==> config.mk <==
export PLATFORM = sky130hd
export DESIGN_NAME = tt_um_hoene_frame_select
export DESIGN_NICKNAME = d
export VERILOG_FILES = /design/src/rtl/tt_um_hoene_frame_select.sv
export SDC_FILE = /design/constraint.sdc
export NUM_CORES = 1
export LEC_CHECK = 0
export CORE_AREA = 2 2 96 79
export DETAILED_ROUTE_END_ITERATION = 10
export DIE_AREA = 0 0 98 81
export GPL_ROUTABILITY_DRIVEN = 0
export PLACE_DENSITY_LB_ADDON = 0.2
export RECOVER_POWER = 25
export SYNTH_ARGS = -nofsm -noshare
export SYNTH_HDL_FRONTEND = slang
export SYNTH_SLANG_ARGS = --single-unit
==> constraint.sdc <==
create_clock -name clk -period 2.15 [get_ports clk]
set_input_delay 0.215 -clock clk [delete_from_list [all_inputs] [get_ports clk]]
set_output_delay 0.215 -clock clk [all_outputs]
set_load 0.05 [all_outputs]
==> src/rtl/tt_um_hoene_frame_select.sv <==
// Frame word selector: parses a start/payload/parity word stream inside
// in_sync frames and latches the payload of the in_sel-th fresh word.
module tt_um_hoene_frame_select #(
  parameter int unsigned PAYLOAD_W  = 30,
  parameter int unsigned SEL_W      = 2,
  parameter int unsigned TEST_WORDS = 255
) (
  input  logic                 clk,
  input  logic                 rst_n,
  input  logic                 in_data,
  input  logic                 in_clk,
  input  logic                 in_sync,
  input  logic [SEL_W-1:0]     in_sel,
  output logic [PAYLOAD_W-1:0] pwm_data,
  output logic                 pwm_set,
  output logic                 swap_forward_bit,
  output logic                 frame_error,
  output logic                 test_mode
);

  localparam int unsigned CNT_W   = 8;
  localparam int unsigned CNT_MAX = 255;
  localparam int unsigned BIT_W   = $clog2(PAYLOAD_W + 1);

  typedef enum logic [1:0] {IDLE, START, PAYLOAD, PARITY} state_e;

  state_e               state_q, state_d;
  logic [SEL_W-1:0]     sel_q, sel_d;
  logic [CNT_W-1:0]     fresh_q, fresh_d;
  logic [BIT_W-1:0]     bitcnt_q, bitcnt_d;
  logic [PAYLOAD_W-1:0] shift_q, shift_d;
  logic                 par_q, par_d;
  logic                 own_q, own_d;
  logic                 own_seen_q, own_seen_d;
  logic                 armed_q, armed_d;
  logic [PAYLOAD_W-1:0] pwm_data_q, pwm_data_d;
  logic                 pwm_set_q, pwm_set_d;
  logic                 swap_q, swap_d;
  logic                 ferr_q, ferr_d;
  logic                 test_q, test_d;

  state_e               cur_state;
  logic [SEL_W-1:0]     cur_sel;
  logic [CNT_W:0]       fresh_inc;

  // State and output registers
  always_ff @(posedge clk or negedge rst_n) begin
    if (!rst_n) begin
      state_q    <= IDLE;
      sel_q      <= '0;
      fresh_q    <= '0;
      bitcnt_q   <= '0;
      shift_q    <= '0;
      par_q      <= 1'b0;
      own_q      <= 1'b0;
      own_seen_q <= 1'b0;
      armed_q    <= 1'b0;
      pwm_data_q <= '0;
      pwm_set_q  <= 1'b0;
      swap_q     <= 1'b0;
      ferr_q     <= 1'b0;
      test_q     <= 1'b0;
    end else begin
      state_q    <= state_d;
      sel_q      <= sel_d;
      fresh_q    <= fresh_d;
      bitcnt_q   <= bitcnt_d;
      shift_q    <= shift_d;
      par_q      <= par_d;
      own_q      <= own_d;
      own_seen_q <= own_seen_d;
      armed_q    <= armed_d;
      pwm_data_q <= pwm_data_d;
      pwm_set_q  <= pwm_set_d;
      swap_q     <= swap_d;
      ferr_q     <= ferr_d;
      test_q     <= test_d;
    end
  end

  // Word parser: next state, counters, payload capture and flag updates
  always_comb begin
    state_d    = state_q;
    sel_d      = sel_q;
    fresh_d    = fresh_q;
    bitcnt_d   = bitcnt_q;
    shift_d    = shift_q;
    par_d      = par_q;
    own_d      = own_q;
    own_seen_d = own_seen_q;
    armed_d    = armed_q;
    pwm_data_d = pwm_data_q;
    pwm_set_d  = 1'b0;
    ferr_d     = ferr_q;
    test_d     = test_q;
    cur_state  = state_q;
    cur_sel    = sel_q;
    fresh_inc  = {1'b0, fresh_q} + (CNT_W + 1)'(1);

    if (!in_sync) begin
      // Inter-frame gap: abort any word; also re-arms parsing after reset
      state_d    = IDLE;
      bitcnt_d   = '0;
      fresh_d    = '0;
      own_d      = 1'b0;
      own_seen_d = 1'b0;
      ferr_d     = 1'b0;
      armed_d    = 1'b1;
    end else if (armed_q) begin
      if (state_q == IDLE) begin
        cur_state = START;
        cur_sel   = in_sel;
        sel_d     = in_sel;
        state_d   = START;
      end
      if (in_clk) begin
        case (cur_state)
          START: begin
            bitcnt_d = '0;
            par_d    = 1'b0;
            state_d  = PAYLOAD;
            if (in_data) begin
              own_d = (fresh_q == CNT_W'(cur_sel)) && !own_seen_q;
              if (own_d) own_seen_d = 1'b1;
              if (fresh_q != CNT_W'(CNT_MAX)) fresh_d = fresh_inc[CNT_W-1:0];
              if (fresh_inc > (CNT_W + 1)'(TEST_WORDS)) test_d = 1'b1;
            end else begin
              own_d = 1'b0;
            end
          end
          PAYLOAD: begin
            shift_d  = PAYLOAD_W'({shift_q, in_data});
            par_d    = par_q ^ in_data;
            bitcnt_d = bitcnt_q + BIT_W'(1);
            if (bitcnt_q == BIT_W'(PAYLOAD_W - 1)) state_d = PARITY;
          end
          PARITY: begin
            state_d = START;
            if (in_data != par_q) begin
              ferr_d = 1'b1;
            end else if (own_q && !ferr_q) begin
              pwm_data_d = shift_q;
              pwm_set_d  = 1'b1;
            end
          end
          default: ;
        endcase
      end
    end

    // Forwarder swaps bits until our own fresh start bit has gone by
    swap_d = in_sync && armed_q && !own_seen_d;
  end

  assign pwm_data         = pwm_data_q;
  assign pwm_set          = pwm_set_q;
  assign swap_forward_bit = swap_q;
  assign frame_error      = ferr_q;
  assign test_mode        = test_q;

endmodule

Word level (Yosys, flattened, before mapping). Cells that the tools add are included.

Register bits after elaboration: 85. Latch bits: 0. RAM bits: 0. Memory bits (read-only): 0. Input bits: 7. Output and inout bits: 34. Memories kept: 0.

$add $sub $neg: 2. Multipliers: 0. Div/mod/pow operators: 0. Order comparisons: 1. Eq/ne operators: 15. Shift-type cells: 0. Muxes and demuxes: 44. Bitwise operators: 2. Reduce and logical (&&, ||, !) cells: 18.

Operator list (count): $mux 8 (6); $mux 1 (22); $mux 2 (10); $mux 5 (3); $reduce_and 4->1 (3); $reduce_and 6->1 (2); $ne 2x1->1 const B (5); $pmux 5 s2 (1); $add 8x1->9 const B (1); $gt 9x8->1 const B (1); $eq 8x2->1 (1); $ne 8x8->1 const B (1); $pmux 2 s3 (1); $reduce_and 3->1 (2); $add 5x1->5 const B (1); $eq 5x5->1 const B (1); $reduce_and 5->1 (1); $eq 2x2->1 const B (2); $logic_and 1x1->1 (4); $ne 2x2->1 const B (2); $logic_not 1->1 (3); $ne 3x1->1 const B (1); $eq 2x1->1 const B (1); $logic_not 2->1 (1); 6 further kinds (6).

Logic depth before layout (Yosys ltp). Gate-level depths: netlist of run 1.

Depth after elaboration: 14. Mapped depth: 6. Depth with buffers taken out: 6.

Least setup slack after synthesis of run 1. No wires, ideal clock.

Path kind: flip-flop to flip-flop. Start: register fresh_q[0]. End: register test_q, in the netlist test_mode. Setup time: 83 ps. Data arrival time: 1729 ps. Slack: 339 ps. Stages on the path, launching flop included: 7. Cells stage by stage: dfrtp_1 > inv_1 > ha_1 > or4b_2 > nor4_1 > nand2_1 > o21ai_0.

Longest elaborated chain between the ends: 3.

Ends and longest elaborated chain: from (decl) (RTL line 29) `logic [CNT_W-1:0] fresh_q, fresh_d;`; from (signal assigned) (RTL line 66) `fresh_q <= fresh_d;`; $add 8x1->9 (RTL line 98) `fresh_inc = {1'b0, fresh_q} + (CNT_W + 1)'(1);`; $gt 9x8->1 (RTL line 126) `if (fresh_inc > (CNT_W + 1)'(TEST_WORDS)) test_d = 1'b1;`; $reduce_and 6->1 (no source line); to (signal assigned) (RTL line 77) `test_q <= test_d;`; to (decl) (RTL line 40) `logic test_q, test_d;`.

No other way between the ends. A chain may end at the register's enable or synchronous reset.

Final worst setup path of run 1.
Start: register fresh_q[1]. End: register test_q, in the netlist test_mode.

The elaborated chain is that of the path after synthesis.

==> flow_metrics.env, run 1 <==
export IMPL_status="complete, no violations"
export IMPL_synth_cells=274
export IMPL_root_buffer="clkbuf_8"
export IMPL_ys_warn_count=0
export IMPL_power_total_mw=3.08
export IMPL_ctsResizeCount=0
export IMPL_numCtsBuffers=9
export IMPL_skew_ns=0.00819
export IMPL_pwr_density_cell_nw_per_um2=682
export IMPL_drive_gt1_share_pct=29.1
export IMPL_rsz0062_at_grt="false"
export IMPL_first_global_vias=2174
export IMPL_clk_pin_slew_ns=0.09
export IMPL_num_nets_final=332
export IMPL_synth_area_leaders="dfrtp_1, mux2_4, mux2_2, nand2_1, ha_1"
export IMPL_avgViaCountPerCell=5.40
export IMPL_cp_top_family="simple AND/OR/NAND/NOR gates"
export IMPL_cts_max_level=3
export IMPL_hpwlAfterDp_um=4350
export IMPL_chipHeight_um=81
export IMPL_io_pins=41
export IMPL_setup_tns_ns=0
export IMPL_synth_xor_area_share_pct=1.38
export IMPL_min_period_ns=1.87
export IMPL_synth_compound_area_share_pct=6.20
export IMPL_relSlewSlack_pct=41.7
export IMPL_drt_iter0_drc=79
export IMPL_regArea_um2=2130
export IMPL_fillers=548
export IMPL_stdcell_count=416
export IMPL_asyncSetResetFlopFracSynth_pct=100
export IMPL_cts_setup_buffers=0
export IMPL_track_usage_pct=17.9
export IMPL_synth_seq_cells=85
export IMPL_cp_slowest_cell="or4b_2"
export IMPL_tightest_slew_ns=0.875
export IMPL_coreArea_um2=7110
export IMPL_worstPathArrival_ns=2.15
export IMPL_antenna_found_initial=0
export IMPL_start_util_pct=53.4
export IMPL_synth_simple_area_share_pct=10.2
export IMPL_overflow=0
export IMPL_crit_path_max_fanout=7
export IMPL_cts_sinks=85
export IMPL_fmax_mhz=534
export IMPL_avgSynthCellArea_um2=13.9
export IMPL_insertion_delay_ns=0.35
export IMPL_hold_viol_final=0
export IMPL_fp_dieW_um=98
export IMPL_dieArea_um2=7940
export IMPL_yosysTopAreaCell="dfrtp_1"
export IMPL_critPathRequiredTime_ns=2.43
export IMPL_synthMuxAreaShare_pct=21.9
export IMPL_syn2layout_area_growth_pct=19.0
export IMPL_grt_pass1_wl_um=11100
export IMPL_path_buf_inv=0
export IMPL_synthesis_area_um2=3800
export IMPL_cts_max_path_buffers=2
export IMPL_cp_end_kind="flip-flop"
export IMPL_maxCapViolations=0
export IMPL_start_kind="flip-flop"
export IMPL_synthAdderAreaFrac_pct=1.32
export IMPL_synth_top_family_by_area="multiplexers"
export IMPL_io_buffer_count=40
export IMPL_grt_max_degree=73
export IMPL_cpPeakStageDelay_ns=0.62
export IMPL_synth_top_area_share_pct=56.0
export IMPL_post_drt_wl_per_cell_um=15.6
export IMPL_hold_class="primary input to asynchronous set/reset pin"
export IMPL_cts_tree="yes"
export IMPL_rows=28
export IMPL_path_cells="ha_1 > or4b_2 > nor4_1 > nand2_1 > o21ai_0"
export IMPL_leakage_nw=2.08
export IMPL_synth_edf_count=0
export IMPL_synth_flop_cell="dfrtp_1"
export IMPL_drt_total_wl_um=6490
export IMPL_multi_input_area_um2=1560
export IMPL_path_class="flip-flop to flip-flop"
export IMPL_setup_viol=0
export IMPL_maxSlewViolCount=0
export IMPL_first_pass_iters=4
export IMPL_antennaDiodeCount=0
export IMPL_synth_nets=285
export IMPL_ys_types=48
export IMPL_drt_antenna_violating_nets=0
export IMPL_drc=0
export IMPL_yosysSeqAreaShare_pct=56.0
export IMPL_via_count=2246
export IMPL_period_share_pct=87.0
export IMPL_vdd_drop_max_mv=0.434
export IMPL_placedCellCount=399
-- kinds of logic after synthesis --
kind of cell             Yosys count
AO/OA/AOI/OAI                     35
AND/OR/NAND/NOR                   61
multiplexers                      64
adder cells (fa/ha/maj)            4
buffers and inverters             19
XOR/XNOR                           6
flip-flops                        85
-- what timing repair did --
item	CTS	global route
hold endpoints to repair	13	0
hold buffers	1	0
endpoints found under the setup margin	0	0
-- per-stage QoR --
step           util, %  hold slack [ns]  instance area (µm²)  setup WS, ns
6_report          63.5            0.488                 4520         0.279
5_1_grt           63.5            0.508                 4520         0.135
4_1_cts           63.6            0.249                 4530         0.271
3_5_place_dp      60.7           0.0909                 4320         0.185
3_3_place_gp      60.7           0.0854                 4320         0.208
2_1_floorplan        -          -0.0806                 3800         0.339
-- cell type report --
class	count	area share, %
flip-flops and latches	85	47.1
well taps	90	2.49
clock inverters	7	1.63
multi-input cells	170	34.5
clock buffers	9	2.74
inverters	5	0.415
repair buffers	50	11.2
-- cells in the final DEF, fill, tap and decap left out, drive strengths merged, types with 3 or more instances in the layout --
cell / netlist / layout
nor4: 3 / 3
clkdlybuf4s50: 0 / 39
nand3: 7 / 7
dfrtp: 85 / 85
nor3: 4 / 4
o31ai: 5 / 5
o211ai: 3 / 3
ha: 4 / 4
nor2: 8 / 8
a21oi: 7 / 7
mux2: 62 / 62
or4: 3 / 3
nand2: 14 / 14
clkinv: 0 / 3
buf: 11 / 8
xnor2: 3 / 3
o21ai: 10 / 10
inv: 5 / 7
xor2: 3 / 3
clkbuf: 3 / 11
nand2b: 4 / 4
-- sequential cells by signal, summed over array words and instances, names as in the netlist --
name and count:
state_q 2, sel_q 2, own_seen_q 1, shift_q 30
test_mode 1, frame_error 1, armed_q 1, pwm_set 1
swap_forward_bit 1, own_q 1, bitcnt_q 5, pwm_data 30
par_q 1, fresh_q 8
-- worst paths after layout --
check / start / end / slack [ns] / depth (start not counted)
worst max-delay path: fresh_q[1] / test_mode / 0.28 / 5
worst min-delay path: rst_n / sel_q[1] / 0.49 / 2
worst max register to register: fresh_q[1] / test_mode / 0.28 / 5
worst min register to register: own_seen_q / own_seen_q / 0.50 / 2
max in group asynchronous: rst_n / pwm_data[4] / 0.81 / 3
min in group clk: in_sel[1] / sel_q[1] / 0.49 / 2
-- power breakdown --
part           leakage (nW)  switching [mW]  total, mW  internal [mW]
clock network         0.100           0.586       1.13          0.543
registers              1.17          0.0552       1.72           1.66
logic                 0.815           0.126      0.237          0.110
-- layer usage --
metal	global-route usage [%]	vias up	wire length (µm)
met2	26.2	31	2830
li1	-	1084	-
met1	26.3	1120	3360
met5	0	-	0
met3	4.04	11	201
met4	6.39	0	93
-- synth_stat cells (5+ instances only) --
cell     count
nand2_1     14
nor2_1       8
mux2_4      30
nand3_1      6
o21ai_0      8
mux2_2      32
dfrtp_1     85
a21oi_1      7
inv_1        5
buf_2        6
o31ai_1      5
-- worst register-to-register path: cells and delay by family, from the launching register on --
family | cells | cell delay (ns)
compound gates | 1 | 0.14
simple gates | 3 | 0.89
fa+ha+maj | 1 | 0.31
flops | 1 | 0.46
(Power assumes the default switching activity.)
==> run 2, diff against run 1 <==
--- a/config.mk
+++ b/config.mk
@@ -5,9 +5,10 @@
 export SDC_FILE = /design/constraint.sdc
 export NUM_CORES = 1
 export LEC_CHECK = 0
-export CORE_AREA = 2 2 96 79
+export ABC_AREA = 1
+export CORE_AREA = 2 2 94 78
 export DETAILED_ROUTE_END_ITERATION = 10
-export DIE_AREA = 0 0 98 81
+export DIE_AREA = 0 0 96 80
 export GPL_ROUTABILITY_DRIVEN = 0
 export PLACE_DENSITY_LB_ADDON = 0.2
 export RECOVER_POWER = 25
==> flow_metrics.env, run 2 <==
export IMPL_cts_max_path_buffers=2
export IMPL_synth_edf_count=0
export IMPL_whs_ns=0.468
export IMPL_multi_input_area_um2=1170
export IMPL_tightest_slew_ns=0.873
export IMPL_path_buf_inv=1
export IMPL_avgViaCountPerCell=4.91
export IMPL_synth_simple_area_share_pct=17.5
export IMPL_synth_common_cells="nand2_1, dfrtp_1, inv_1"
export IMPL_antennaDiodeCount=0
export IMPL_drc=0
export IMPL_ys_types=30
export IMPL_yosysTopAreaCell="dfrtp_1"
export IMPL_grt_max_degree=63
export IMPL_placedCellCount=517
export IMPL_pwr_density_cell_nw_per_um2=707
export IMPL_critPathRequiredTime_ns=1.93
export IMPL_leakage_nw=1.91
export IMPL_synth_xor_area_share_pct=0.973
export IMPL_synthMuxAreaShare_pct=0
export IMPL_synth_nets=411
export IMPL_rows=27
export IMPL_cts_sinks=85
export IMPL_status="complete, no violations"
export IMPL_min_period_ns=1.80
export IMPL_cts_tree="yes"
export IMPL_post_drt_wl_per_cell_um=12.1
export IMPL_maxSlewViolCount=0
export IMPL_ys_warn_count=0
export IMPL_clk_pin_slew_ns=0.09
export IMPL_track_usage_pct=19.0
export IMPL_synth_seq_cells=85
export IMPL_synth_most_common_cell="nand2_1"
export IMPL_timing_rr_start="fresh_q[0]"
export IMPL_num_nets_final=453
export IMPL_yosysSeqAreaShare_pct=59.0
export IMPL_hold_depth=2
export IMPL_synth_area_leaders="dfrtp_1, nand2_1, o21ai_0, inv_1, o21ai_1"
export IMPL_cpPeakStageDelay_ns=0.82
export IMPL_avgSynthCellArea_um2=9.01
export IMPL_r2r_slack_ns=0.39
export IMPL_numCtsBuffers=9
export IMPL_first_pass_iters=4
export IMPL_drt_antenna_violating_nets=0
export IMPL_asyncSetResetFlopFracSynth_pct=100
export IMPL_skew_ns=0.00964
export IMPL_cp_end_kind="output pin"
export IMPL_insertion_delay_ns=0.35
export IMPL_start_util_pct=53.6
export IMPL_cts_setup_buffers=0
export IMPL_regArea_um2=2130
export IMPL_hold_viol_final=0
export IMPL_dr_max_layer_used="met4"
export IMPL_fmax_mhz=556
export IMPL_crit_path_max_fanout=3
export IMPL_wl_met2_um=2920
export IMPL_worstPathArrival_ns=1.58
export IMPL_chipHeight_um=80
export IMPL_io_pins=41
export IMPL_path_cells="clkdlybuf4s50_1"
export IMPL_cp_top_family="buffers and inverters"
export IMPL_synth_flop_cell="dfrtp_1"
export IMPL_layout_commonest_cell="nand2_1"
export IMPL_via_count=2622
export IMPL_maxCapViolations=0
export IMPL_synth_cells=400
export IMPL_met1Wirelength_um=3220
export IMPL_cp_slowest_cell="clkdlybuf4s50_1"
export IMPL_io_buffer_count=40
export IMPL_hold_end="test_mode"
export IMPL_hold_class="flip-flop to flip-flop"
export IMPL_first_global_vias=2487
export IMPL_r2r_end="test_mode"
export IMPL_layout_common_cells="nand2_1, dfrtp_1, inv_1"
export IMPL_root_buffer="clkbuf_8"
export IMPL_reg2reg_depth=11
export IMPL_synthAdderAreaFrac_pct=1.39
export IMPL_syn2layout_area_growth_pct=19.0
export IMPL_fillers=578
export IMPL_start_kind="flip-flop"
export IMPL_dr_wl_met3_um=248
export IMPL_fp_dieW_um=96
export IMPL_setup_viol=0
export IMPL_setup_tns_ns=0
export IMPL_synthesis_area_um2=3600
export IMPL_path_class="flip-flop to output pin"
export IMPL_coreArea_um2=6720
export IMPL_vdd_drop_max_mv=0.695
export IMPL_synth_top_area_share_pct=59.0
export IMPL_hpwlAfterDp_um=4450
export IMPL_rsz0062_at_grt="false"
export IMPL_drt_total_wl_um=6460
export IMPL_antenna_found_initial=0
export IMPL_dieArea_um2=7680
export IMPL_stdcell_count=534
export IMPL_synth_compound_area_share_pct=12.7
export IMPL_min_delay_start="test_mode"
export IMPL_drt_iter0_drc=176
export IMPL_ctsResizeCount=0
export IMPL_period_share_pct=83.6
export IMPL_drive_gt1_share_pct=6.94
export IMPL_relSlewSlack_pct=41.8
export IMPL_overflow=0
export IMPL_synth_top_family_by_area="simple AND/OR/NAND/NOR gates"
export IMPL_grt_pass1_wl_um=11200
export IMPL_cts_max_level=3
export IMPL_postCtsHoldBufs=1
[run 2: cell count changes after synthesis, sizes merged, moves of 3 or more]
cell,previous run,this run
nand2b,4,0
nand2,14,107
nor2,8,19
mux2,62,0
nand3,7,10
o21ai,10,69
or4,3,0
inv,5,59
nand4,2,6
o22ai,0,7
o31ai,5,1
o211ai,3,0
[run 2: kinds of logic (layout without fill, tap and decap cells)]
group	count (synthesis)	in the layout
compound gates	87	87
xor+xnor	4	4
buf+inv	73	120
fa+ha+maj	4	4
flops	85	85
simple gates	147	147
[run 2: metrics by stage]
step           worst slack (ns)  area (µm²)  total power [mW]  utilization (%)
3_5_place_dp              0.151        4070              1.93             60.6
4_1_cts                   0.339        4290              3.07             63.8
5_1_grt                   0.223        4290              3.17             63.7
2_1_floorplan             0.704        3600              1.83                -
6_report                  0.352        4290              3.03             63.7
3_3_place_gp              0.260        4070              1.92             60.6
[run 2: layer usage]
layer / track usage [%] / up-vias
li1: - / 1355
met1: 26.9 / 1214
met2: 28.8 / 44
met3: 5.00 / 9
met4: 5.57 / 0
met5: 0 / -
[run 2: final cells by class]
class,count,share of cell area (%)
tap,87,2.54
multi-input combinational,242,27.4
sequential,85,49.6
clock inverter,7,1.90
inverter,59,5.17
clock buffer,9,2.89
timing repair buffer,45,10.5
[run 2: worst max-delay path by stage]
stage | startpoint | end | slack [ns] | cells past startpoint
global placement | in_sync | pwm_data[16] | 0.26 | 7
floorplan | fresh_q[0] | test_mode | 0.70 | 12
finish | frame_error | frame_error | 0.35 | 1
detailed placement | in_sync | pwm_data[12] | 0.15 | 7
global route | fresh_q[0] | test_mode | 0.22 | 11
CTS | frame_error | frame_error | 0.34 | 1
[run 2: report_power, final]
part / internal (mW) / switching (mW) / total [mW]
clock: 0.551 / 0.586 / 1.14
combinational: 0.0685 / 0.139 / 0.208
sequential: 1.64 / 0.0403 / 1.68
total: 2.26 / 0.766 / 3.03
